**src/rtl/mc_datapath_p_if.sv**
```systemverilog
// Memory-side bus of the multicycle datapath: address and store data go out,
// read data and the ready handshake come back in.
interface mc_datapath_p_if #(parameter int WIDTH = 16);
   logic             mem_ready;
   logic [WIDTH-1:0] readdata;
   logic [WIDTH-1:0] adr;
   logic [WIDTH-1:0] writedata;

   modport master (input mem_ready, input readdata, output adr, output writedata);
   modport slave  (output mem_ready, output readdata, input adr, input writedata);
endinterface

```
**src/rtl/mc_datapath_p.sv**
```systemverilog
// Multicycle processor datapath: PC, IR, 8-entry register file, ALU with carry/zero
// flags and cz-conditional writeback, all frozen while memory is not ready.
module mc_datapath_p #(
   parameter int               WIDTH    = 16,
   parameter logic [WIDTH-1:0] RESET_PC = '0
) (
   input  logic                 clk,
   input  logic                 reset,
   mc_datapath_p_if.master      bus,
   input  logic                 pcen,
   input  logic                 irwrite,
   input  logic                 regwrite,
   input  logic                 condwb,
   input  logic                 flagwrite,
   input  logic                 alusrca,
   input  logic                 iord,
   input  logic                 memtoreg,
   input  logic [1:0]           regdst,
   input  logic [1:0]           alusrcb,
   input  logic [1:0]           pcsrc,
   input  logic [2:0]           alucontrol,
   output logic [3:0]           op,
   output logic [1:0]           cz,
   output logic                 zero,
   output logic                 carry_flag,
   output logic                 zero_flag,
   output logic                 wb_suppressed
);

   logic [WIDTH-1:0] pc_q, pc_d;
   logic [15:0]      instr_q, instr_d;
   logic [WIDTH-1:0] a_q, b_q, dataReg_q, aluOut_q;
   logic             carryFlag_q, carryFlag_d, zeroFlag_q, zeroFlag_d;
   logic [WIDTH-1:0] rf_q [8];

   logic [2:0]       ra, rb, rc, writeReg;
   logic [5:0]       imm6;
   logic [8:0]       imm9;
   logic [WIDTH-1:0] rd1, rd2, srcA, srcB, aluResult, pcNext, writeData;
   logic             aluCarry, czOk, condOk, rfWe;

   assign ra   = instr_q[11:9];
   assign rb   = instr_q[8:6];
   assign rc   = instr_q[5:3];
   assign imm6 = instr_q[5:0];
   assign imm9 = instr_q[8:0];

   assign op            = instr_q[15:12];
   assign cz            = instr_q[1:0];
   assign carry_flag    = carryFlag_q;
   assign zero_flag     = zeroFlag_q;
   assign bus.adr       = iord ? aluOut_q : pc_q;
   assign bus.writedata = b_q;

   assign rd1  = rf_q[ra];
   assign rd2  = rf_q[rb];
   assign srcA = alusrca ? a_q : pc_q;

   always_comb begin
      srcB = b_q;
      unique case (alusrcb)
         2'b00: srcB = b_q;
         2'b01: srcB = {{(WIDTH-1){1'b0}}, 1'b1};
         2'b10: srcB = {{(WIDTH-6){imm6[5]}}, imm6};
         2'b11: srcB = {{(WIDTH-9){imm9[8]}}, imm9};
         default: srcB = b_q;
      endcase
   end

   // Carry is meaningful only for add (carry out) and sub (unsigned borrow).
   always_comb begin
      aluResult = '0;
      aluCarry  = 1'b0;
      unique case (alucontrol)
         3'b000: {aluCarry, aluResult} = {1'b0, srcA} + {1'b0, srcB};
         3'b001: begin
            aluResult = srcA - srcB;
            aluCarry  = (srcA < srcB);
         end
         3'b010: aluResult = srcA & srcB;
         3'b011: aluResult = srcA | srcB;
         3'b100: aluResult = ~(srcA & srcB);
         3'b101: aluResult = srcA ^ srcB;
         3'b110: aluResult = {{(WIDTH-1){1'b0}}, ($signed(srcA) < $signed(srcB))};
         3'b111: aluResult = srcB;
         default: aluResult = '0;
      endcase
   end

   assign zero = (aluResult == '0);

   // The condition looks at the flags as they stand now, not the ones being written.
   always_comb begin
      czOk = 1'b1;
      unique case (cz)
         2'b10:   czOk = carryFlag_q;
         2'b01:   czOk = zeroFlag_q;
         default: czOk = 1'b1;
      endcase
   end

   assign condOk        = ~condwb | czOk;
   assign wb_suppressed = regwrite & condwb & ~czOk;
   assign rfWe          = regwrite & condOk & bus.mem_ready;
   assign writeData     = memtoreg ? dataReg_q : aluOut_q;

   always_comb begin
      writeReg = rc;
      unique case (regdst)
         2'b01:   writeReg = rb;
         2'b10:   writeReg = ra;
         default: writeReg = rc;
      endcase
   end

   always_comb begin
      pcNext = pc_q;
      unique case (pcsrc)
         2'b00:   pcNext = aluResult;
         2'b01:   pcNext = aluOut_q;
         2'b10:   pcNext = a_q;
         default: pcNext = pc_q;
      endcase
   end

   always_comb begin
      pc_d        = pc_q;
      instr_d     = instr_q;
      carryFlag_d = carryFlag_q;
      zeroFlag_d  = zeroFlag_q;
      if (bus.mem_ready) begin
         if (pcen)
            pc_d = pcNext;
         if (irwrite)
            instr_d = bus.readdata[15:0];
         if (flagwrite) begin
            carryFlag_d = aluCarry;
            zeroFlag_d  = zero;
         end
      end
   end

   always_ff @(posedge clk) begin
      if (reset) begin
         pc_q        <= RESET_PC;
         instr_q     <= '0;
         a_q         <= '0;
         b_q         <= '0;
         dataReg_q   <= '0;
         aluOut_q    <= '0;
         carryFlag_q <= 1'b0;
         zeroFlag_q  <= 1'b0;
      end else begin
         pc_q        <= pc_d;
         instr_q     <= instr_d;
         carryFlag_q <= carryFlag_d;
         zeroFlag_q  <= zeroFlag_d;
         if (bus.mem_ready) begin
            a_q       <= rd1;
            b_q       <= rd2;
            dataReg_q <= bus.readdata;
            aluOut_q  <= aluResult;
         end
      end
   end

   always_ff @(posedge clk) begin
      if (reset) begin
         for (int i = 0; i < 8; i++)
            rf_q[i] <= '0;
      end else if (rfWe) begin
         rf_q[writeReg] <= writeData;
      end
   end

endmodule

```
**src/flat_wrapper.sv**
```systemverilog
// flat-port wrapper written by rule: the top's interface ports become plain ports
module mc_datapath_p_flat 
#(
   parameter int               WIDTH    = 16,
   parameter logic [WIDTH-1:0] RESET_PC = '0
)
  (clk, reset, pcen, irwrite, regwrite, condwb, flagwrite, alusrca, iord, memtoreg, regdst, alusrcb, pcsrc, alucontrol, op, cz, zero, carry_flag, zero_flag, wb_suppressed, bus_mem_ready, bus_readdata, bus_adr, bus_writedata);
  mc_datapath_p_if #(.WIDTH(WIDTH)) bus_i ();
  input  logic clk;
  input  logic reset;
  input  logic pcen;
  input  logic irwrite;
  input  logic regwrite;
  input  logic condwb;
  input  logic flagwrite;
  input  logic alusrca;
  input  logic iord;
  input  logic memtoreg;
  input  logic [1:0] regdst;
  input  logic [1:0] alusrcb;
  input  logic [1:0] pcsrc;
  input  logic [2:0] alucontrol;
  output logic [3:0] op;
  output logic [1:0] cz;
  output logic zero;
  output logic carry_flag;
  output logic zero_flag;
  output logic wb_suppressed;
  input wire logic [$bits(bus_i.mem_ready)-1:0] bus_mem_ready;
  input wire logic [$bits(bus_i.readdata)-1:0] bus_readdata;
  output wire logic [$bits(bus_i.adr)-1:0] bus_adr;
  output wire logic [$bits(bus_i.writedata)-1:0] bus_writedata;
  assign bus_i.mem_ready = bus_mem_ready;
  assign bus_i.readdata = bus_readdata;
  assign bus_adr = bus_i.adr;
  assign bus_writedata = bus_i.writedata;
  mc_datapath_p #(.WIDTH(WIDTH), .RESET_PC(RESET_PC)) u_core (.clk(clk), .reset(reset), .bus(bus_i), .pcen(pcen), .irwrite(irwrite), .regwrite(regwrite), .condwb(condwb), .flagwrite(flagwrite), .alusrca(alusrca), .iord(iord), .memtoreg(memtoreg), .regdst(regdst), .alusrcb(alusrcb), .pcsrc(pcsrc), .alucontrol(alucontrol), .op(op), .cz(cz), .zero(zero), .carry_flag(carry_flag), .zero_flag(zero_flag), .wb_suppressed(wb_suppressed));
endmodule
```
**config.mk**
```make
export PLATFORM = sky130hd
export DESIGN_NAME = mc_datapath_p_flat
export DESIGN_NICKNAME = d
export VERILOG_FILES = /design/src/rtl/mc_datapath_p_if.sv /design/src/rtl/mc_datapath_p.sv /design/src/flat_wrapper.sv
export SDC_FILE = /design/constraint.sdc
export NUM_CORES = 1
export LEC_CHECK = 0
export ABC_AREA = 1
export CAP_MARGIN = 5
export CORE_MARGIN = 2
export CORE_UTILIZATION = 61
export DETAILED_ROUTE_END_ITERATION = 6
export PLACE_DENSITY_LB_ADDON = 0.05
export SYNTH_ARGS = -nofsm -noshare
export SYNTH_HDL_FRONTEND = slang
export SYNTH_SLANG_ARGS = --single-unit
```
**constraint.sdc**
```tcl
create_clock -name clk -period 7.6 [get_ports clk]
set_input_delay 2.28 -clock clk [delete_from_list [all_inputs] [get_ports clk]]
set_output_delay 2.28 -clock clk [all_outputs]
set_load 0.01 [all_outputs]
```
==> out/results.ini, run 1 <==
[run_status]
status=finished, violations left
violations=design-rule violations

[critical_path]
regToRegSetupSlack_ns=3.74
cp-startpoint=alusrcb[0]
crit_required_ns=5.32
crit_arrival_ns=5.12
start_kind=input port
crit_type=in -> out
r2r-start=u_core.instr_q[6]$_SDFFE_PP0P_
worstSetupEndpointType=primary output
crit_fanout=7
rr_worst_depth=6
crit_end=zero
r2r_end=u_core.rf_q[5][2]$_SDFFCE_PN0P_

[layout]
fill_cells=1787
drive_gt1_frac=0.139
syn2layout_area_growth_pct=20.6
nets=2172
fin_area_mm2=0.0171
n_antenna_cell=0

[placement]
portBuffers=77
place_congestion=0.983
dp_slack_ns=-0.914
placed_area_mm2=0.0161
dpl.hpwl_mm=33.3

[global_routing]
grt_pass1_vias=13700
antenna_found_initial=0
grt_pass1_wl_mm=75.9
grt_max_degree=98
track_usage=0.405
gr-total-overflow=0

[routing]
num_vias=14600
dr_wl_met3_mm=6.26
met1_length_mm=19.3
ant_nets=0
drt_pass1_iterations=7
routed.top_layer=met4
met2RoutedLength_mm=21.7
routedWlPerCell_um=21.0
route.detailed.drc=2
first_iter_violations=2010
drt-vias-per-instance=6.14
drt_wl_total_mm=50.0

[synth]
synthSimpleGateAreaFrac=0.191
synthMuxAreaShare=0.0226
synth_compound_area_frac=0.225
ys_seq_area_frac=0.410
ys.flop_type=edfxtp_1
netlist_area_mm2=0.0142
synth_seq_cells=226
synthesis.nets=2017
synthXorXnorAreaFrac=0.00433
synth.distinct_cells=47
yosys_warnings=0
async_flop_share=0
synth_top_family_by_area=compound AO/OA/AOI/OAI gates
syn_avg_cell_area_um2=7.37
synth-edff-count=128
syn_inst=1924
synth_fa_ha_area_frac=0.0514

[cts]
clkLatencyLatePin_ns=0.54
clk_pin_slew_worst_paths_ns=0.06
clock_sinks=226
cts_tree=built
cts_root_buf=clkbuf_16
holdBufCountCts=0
htreeDepth=1
cts_buffers=24
cts_buffer_depth=3

[job]
maxCapViolCount=0

[sta]
worstMarginPinSlew_ns=1.17
min_period_ns=7.40
max_slew_margin=0.221
fin_crit_sh=0.974
fmax_mhz=135
hold_violations=0
finClkSkew_ns=0.0220
setup_slack_ns=0.196
final-max-slew-violation-count=0
setup_viol=0

[die]
initial_utilization=0.624
dieArea_mm2=0.0245
dieHeight_um=156
core_mm2=0.0227
ios=78
rows=55
die_w_um=156

[pwr]
power_density_mw_per_mm2=204
switchingPower_uw=1130
p_clk_frac=0.334
p_int_uw=2360
vdd_ir_drop_max_v=0.000187
combPwrFrac=0.261
p_leak_uw=0.00725
p_sw_frac=0.323
p_seq_frac=0.405

[min_path]
hold_path.class=reg -> reg

## layout make-up
type,instances,area [um^2],area share
clock buffers,30,654,0.0383
clock inverters,14,124,0.00725
multi-input cells,1354,7190,0.421
inverters,223,837,0.0490
repair buffers,250,2120,0.124
well taps,285,357,0.0209
flip-flops and latches,226,5810,0.340
## cells in the mapped netlist, types with 5 or more instances
cell type / count / area (um^2)
a221o_1: 5 / 50.1
a21oi_1: 186 / 931
ha_1: 55 / 688
mux2i_1: 32 / 320
buf_4: 8 / 60.1
o211ai_1: 18 / 135
dfxtp_1: 98 / 1960
o21ai_0: 289 / 1450
nand4_1: 9 / 56.3
buf_2: 20 / 100
edfxtp_1: 128 / 3840
nand3_1: 63 / 315
o21ai_2: 6 / 52.6
o2111ai_1: 7 / 61.3
inv_1: 216 / 811
clkbuf_1: 85 / 319
nor3_1: 8 / 40.0
o21ai_1: 10 / 50.1
o22ai_1: 43 / 269
nor2_1: 291 / 1090
o21bai_1: 6 / 45.0
inv_2: 6 / 22.5
nand2_1: 284 / 1070
xor2_1: 5 / 43.8
## layer usage
metal,up-vias,global-route usage
met3,211,0.0701
met4,0,0.214
met1,6582,0.560
li1,6776,-
met5,-,0
met2,1055,0.611
## logic make-up after synthesis
| logic type | after synthesis |
|---|---|
| simple gates | 673 |
| compound gates | 585 |
| buf+inv | 344 |
| flops | 226 |
| fa+ha+maj | 57 |
| mux | 32 |
| xor+xnor | 7 |
## state kept, by name, summed over array words and instances (netlist names)
signal and cells:
u_core.carry_flag 1, u_core.zero_flag 1, u_core.aluOut_q 16, u_core.bus.writedata 16, u_core.instr_q 16, u_core.dataReg_q 16, u_core.a_q 16, u_core.rf_q 128
u_core.pc_q 16
## placed cells by master (no fill, tap or decap), types with 11 or more instances in the layout
cell type / netlist / final
nor2_1: 291 / 283
o21ai_0: 289 / 279
nand2_1: 284 / 278
inv_1: 216 / 215
a21oi_1: 186 / 180
buf_4: 8 / 168
edfxtp_1: 128 / 128
dfxtp_1: 98 / 96
clkdlybuf4s50_1: 0 / 72
nand3_1: 63 / 56
ha_1: 55 / 44
o22ai_1: 43 / 43
mux2i_1: 32 / 32
clkbuf_16: 0 / 25
o211ai_1: 18 / 18
o21ai_1: 10 / 15
o21ai_2: 6 / 11
## worst max-delay path, stage by stage
cell	delay, ns
clkdlybuf4s15_2	0.24
nand2_1	0.12
o22ai_4	0.31
buf_6	0.19
o21ai_1	0.08
inv_1	0.07
ha_1	0.30
inv_1	0.11
nand2_1	0.11
nor3_2	0.20
and2_1	0.15
nand2_1	0.07
nand2_1	0.07
nand2_1	0.04
nand3_1	0.06
nand3_1	0.12
nor2_1	0.10
nand2_1	0.06
nor2_1	0.15
nand2_1	0.09
inv_1	0.06
clkbuf_2	0.13
## what timing repair did
item,in CTS,in global routing
cloned,1,0
resized for setup,40,33
endpoints found under the setup margin,1,1
setup buffers,4,1
pin swaps,2,2
## per-stage QoR
stage	total power [uW]	util	TNS, ns	cells	hold WS (ns)
final	3490	0.752	0	2382	0.463
after CTS	3440	0.748	0	2381	0.465
after floorplan	1900	-	0	1924	0.434
after global routing	3610	0.752	-0.000853	2382	0.495
after global placement	2260	0.707	-0.886	2332	0.445
after detailed placement	2280	0.707	-0.914	2332	0.455
## power groups by stage
stage	Clock, uW	Sequential [uW]	Combinational, uW
after floorplan	0	1410	483
after global placement	0	1430	832
after detailed placement	0	1440	846
after CTS	1160	1410	869
after global routing	1200	1420	986
final	1170	1410	913
## how the worst min path moves through the flow
| stage | start | endpoint | slack [ns] | cells after the start |
|---|---|---|---|---|
| final | u_core.dataReg_q[11]$_SDFFE_PP0P_ | u_core.dataReg_q[11]$_SDFFE_PP0P_ | 0.46 | 2 |
| after global routing | u_core.pc_q[7]$_SDFFE_PP0P_ | u_core.pc_q[7]$_SDFFE_PP0P_ | 0.49 | 2 |
| after CTS | u_core.dataReg_q[11]$_SDFFE_PP0P_ | u_core.dataReg_q[11]$_SDFFE_PP0P_ | 0.47 | 2 |
| after detailed placement | u_core.pc_q[7]$_SDFFE_PP0P_ | u_core.pc_q[7]$_SDFFE_PP0P_ | 0.46 | 2 |
| after global placement | u_core.dataReg_q[11]$_SDFFE_PP0P_ | u_core.dataReg_q[11]$_SDFFE_PP0P_ | 0.44 | 2 |
| after floorplan | u_core.dataReg_q[11]$_SDFFE_PP0P_ | u_core.dataReg_q[11]$_SDFFE_PP0P_ | 0.43 | 2 |
Note: power is estimated with default switching activity, not from simulation.
==> inputs of run 2 (changes only) <==
--- a/config.mk
+++ b/config.mk
@@ -5,11 +5,11 @@
 export SDC_FILE = /design/constraint.sdc
 export NUM_CORES = 1
 export LEC_CHECK = 0
-export ABC_AREA = 1
 export CAP_MARGIN = 5
 export CORE_MARGIN = 2
-export CORE_UTILIZATION = 61
+export CORE_UTILIZATION = 65
 export DETAILED_ROUTE_END_ITERATION = 6
+export DONT_BUFFER_PORTS = 1
 export PLACE_DENSITY_LB_ADDON = 0.05
 export SYNTH_ARGS = -nofsm -noshare
 export SYNTH_HDL_FRONTEND = slang
==> out/results.ini, run 2 <==
[routing]
route.detailed.drc=0  ; was 2
drt_wl_total_mm=41.1  ; was 50.0 mm
num_vias=11200  ; was 14,600
drt_pass1_iterations=5  ; was 7
drt-vias-per-instance=6.67  ; was 6.14
routedWlPerCell_um=24.6  ; was 21.0 um
ant_nets=0  ; unchanged
first_iter_violations=988  ; was 2,010

[die]
initial_utilization=0.658  ; was 0.624
core_mm2=0.0209  ; was 0.0227 mm^2
dieHeight_um=149  ; was 156 um
rows=53  ; was 55
ios=78  ; unchanged
dieArea_mm2=0.0223  ; was 0.0245 mm^2
die_w_um=149  ; was 156 um

[synth]
yosys-top-cells-count=nor2_1 (259), edfxtp_1 (128), dfxtp_1 (98)  ; was nor2_1 (291), o21ai_0 (289), nand2_1 (284)
ys.flop_type=edfxtp_1  ; unchanged
synthesis.nets=1434  ; was 2,017
netlist_area_mm2=0.0137  ; was 0.0142 mm^2
async_flop_share=0  ; unchanged
yosysTopAreaCell=edfxtp_1  ; unchanged
syn_inst=1341  ; was 1,924
synth_top_area_frac=0.280  ; was 0.271
synth_seq_cells=226  ; unchanged
yosys_warnings=0  ; unchanged
synth.area.top_cells=edfxtp_1 (28%), dfxtp_1 (14%), mux4_2 (10%), nor2_1 (7.1%), mux2i_1 (5.5%)  ; was edfxtp_1 (27%), dfxtp_1 (14%), o21ai_0 (10%), nor2_1 (7.7%), nand2_1 (7.5%)
ys_seq_area_frac=0.422  ; was 0.410
synth.distinct_cells=89  ; was 47
syn_avg_cell_area_um2=10.3  ; was 7.37 um^2
yosysMostFrequentCell=nor2_1  ; unchanged
synth-edff-count=128  ; unchanged

[placement]
dp_slack_ns=-0.228  ; was -0.914 ns
portBuffers=0  ; was 77
dpl.hpwl_mm=27.9  ; was 33.3 mm
place_congestion=1.00  ; was 0.983

[run_status]
status=completed  ; was finished, violations left

[critical_path]
cp-startpoint=alusrca  ; was alusrcb[0]
r2r-start=u_core.instr_q[0]$_SDFFE_PP0P_  ; was u_core.instr_q[6]$_SDFFE_PP0P_
crit_required_ns=5.32  ; about the same
crit_type=in -> out  ; unchanged
crit_arrival_ns=5.28  ; was 5.12 ns
start_kind=input port  ; unchanged
crit_fanout=16  ; was 7
worstSetupEndpointType=primary output  ; unchanged

[cts]
htreeDepth=1  ; unchanged
holdBufCountCts=0  ; unchanged
cts_root_buf=clkbuf_16  ; unchanged
clk_pin_slew_worst_paths_ns=0.06  ; about the same
cts_tree=built  ; unchanged
clock_sinks=226  ; unchanged
cts_buffer_depth=3  ; unchanged
cts_buffers=24  ; unchanged
clkLatencyLatePin_ns=0.54  ; about the same

[sta]
fmax_mhz=132  ; was 135 MHz
worstMarginPinSlew_ns=1.26  ; was 1.17 ns
setup_slack_ns=0.0391  ; was 0.196 ns
fin_crit_sh=0.995  ; was 0.974
tns_ns=0  ; unchanged
setup_viol=0  ; unchanged
finClkSkew_ns=0.0175  ; was 0.0220 ns
min_period_ns=7.56  ; was 7.40 ns
hold_violations=0  ; unchanged
max_slew_margin=0.155  ; was 0.221
rsz0062_at_grt=true
holdWs_ns=0.461  ; was 0.463 ns
final-max-slew-violation-count=0  ; unchanged

[min_path]
min_from=u_core.instr_q[2]$_SDFFE_PP0P_  ; was u_core.dataReg_q[11]$_SDFFE_PP0P_
hold_path.class=reg -> reg  ; unchanged

[global_routing]
antenna_found_initial=0  ; unchanged
grt_pass1_wl_mm=61.6  ; was 75.9 mm
grt_pass1_vias=10700  ; was 13,700
gr-total-overflow=0  ; unchanged
grt_max_degree=118  ; was 98
track_usage=0.364  ; was 0.405

[pwr]
vdd_ir_drop_max_v=0.000298  ; was 0.000187 V
p_int_uw=2290  ; was 2360 uW
p_sw_frac=0.283  ; was 0.323
power_density_mw_per_mm2=202  ; was 204 mW/mm^2
combPwrFrac=0.208  ; was 0.261
p_leak_uw=0.00582  ; was 0.00725 uW
switchingPower_uw=904  ; was 1130 uW
p_clk_frac=0.350  ; was 0.334
p_seq_frac=0.441  ; was 0.405

[layout]
syn2layout_area_growth_pct=15.1  ; was 20.6%
largest-register=u_core.rf_q  ; unchanged
final_common_cell=nor2_1  ; unchanged
drive_gt1_frac=0.245  ; was 0.139
largest_reg_flops=128  ; unchanged
n_antenna_cell=0  ; unchanged
nets=1474  ; was 2,172
mostFrequentLayoutCells=nor2_1 (256), edfxtp_1 (128), buf_4 (120)  ; was nor2_1 (283), o21ai_0 (279), nand2_1 (278)

[job]
maxCapViolCount=0  ; unchanged

-- run 2: metal layers --
metal	track usage	vias to the layer above	wire length, um
li1	-	5063	-
met1	0.472	5380	15600
met2	0.617	584	20200
met3	0.0665	124	3940
met4	0.129	0	1440
met5	0	-	0
-- run 2: area by class of cell --
| cell class | instances | area, um^2 |
|---|---|---|
| clock inverters | 10 | 101 |
| fillers | 1452 | 5070 |
| multi-input cells | 950 | 7750 |
| repair buffers | 124 | 958 |
| inverters | 55 | 209 |
| clock buffers | 33 | 644 |
| well taps | 275 | 344 |
| flip-flops and latches | 226 | 5810 |
-- run 2: worst paths after layout --
path                                       to  slack (ns)  depth (start not counted)
min            u_core.instr_q[2]$_SDFFE_PP0P_        0.46                          2
max                                      zero        0.04                         14
max reg2reg  u_core.rf_q[1][12]$_SDFFCE_PN0P_        3.71                          7
min reg2reg    u_core.instr_q[2]$_SDFFE_PP0P_        0.46                          2
-- run 2: timing repair --
item,CTS,global route
endpoints found under the setup margin,1,1
pin swaps,16,40
setup buffers,5,13
gates resized for setup,42,60
-- run 2: metrics by stage --
stage	instance area, um^2	util	std cells	total power [uW]
final	15800	0.757	1673	3190
after global routing	15800	0.757	1673	3290
after CTS	15400	0.739	1660	3140
after detailed placement	14500	0.693	1612	2010
after global placement	14500	0.693	1612	2000
after floorplan	13800	-	1341	1830
-- run 2: power by group through the flow --
stage	Sequential, uW	Clock [uW]	Combinational [uW]
5_1_grt	1410	1170	708
3_3_place_gp	1430	0	575
6_report	1410	1120	665
3_5_place_dp	1430	0	580
2_1_floorplan	1410	0	422
4_1_cts	1410	1120	611
-- run 2: critical path: stages --
cell and delay, ns:
mux2_4 0.30, inv_2 0.08, ha_4 0.13, inv_1 0.06
fa_2 0.36, nor2b_4 0.15, o21ai_4 0.24, a21oi_2 0.10
a221o_1 0.33, a211oi_2 0.24, nor2b_2 0.19, nand4_1 0.14
or4_4 0.54, nor2_4 0.13
-- run 2: cell families (layout without fill, tap and decap cells) --
| logic type | Yosys count | in the layout | synth area share |
|---|---|---|---|
| AOI/OAI and AO/OA | 295 | 295 | 0.153 |
| xor gates and xnor gates | 4 | 4 | 0.00255 |
| adders and majority gates | 57 | 57 | 0.0530 |
| buffers and inverters | 165 | 222 | 0.0503 |
| DFF | 226 | 226 | 0.422 |
| muxes | 168 | 168 | 0.183 |
| and+or+nand+nor | 426 | 426 | 0.136 |
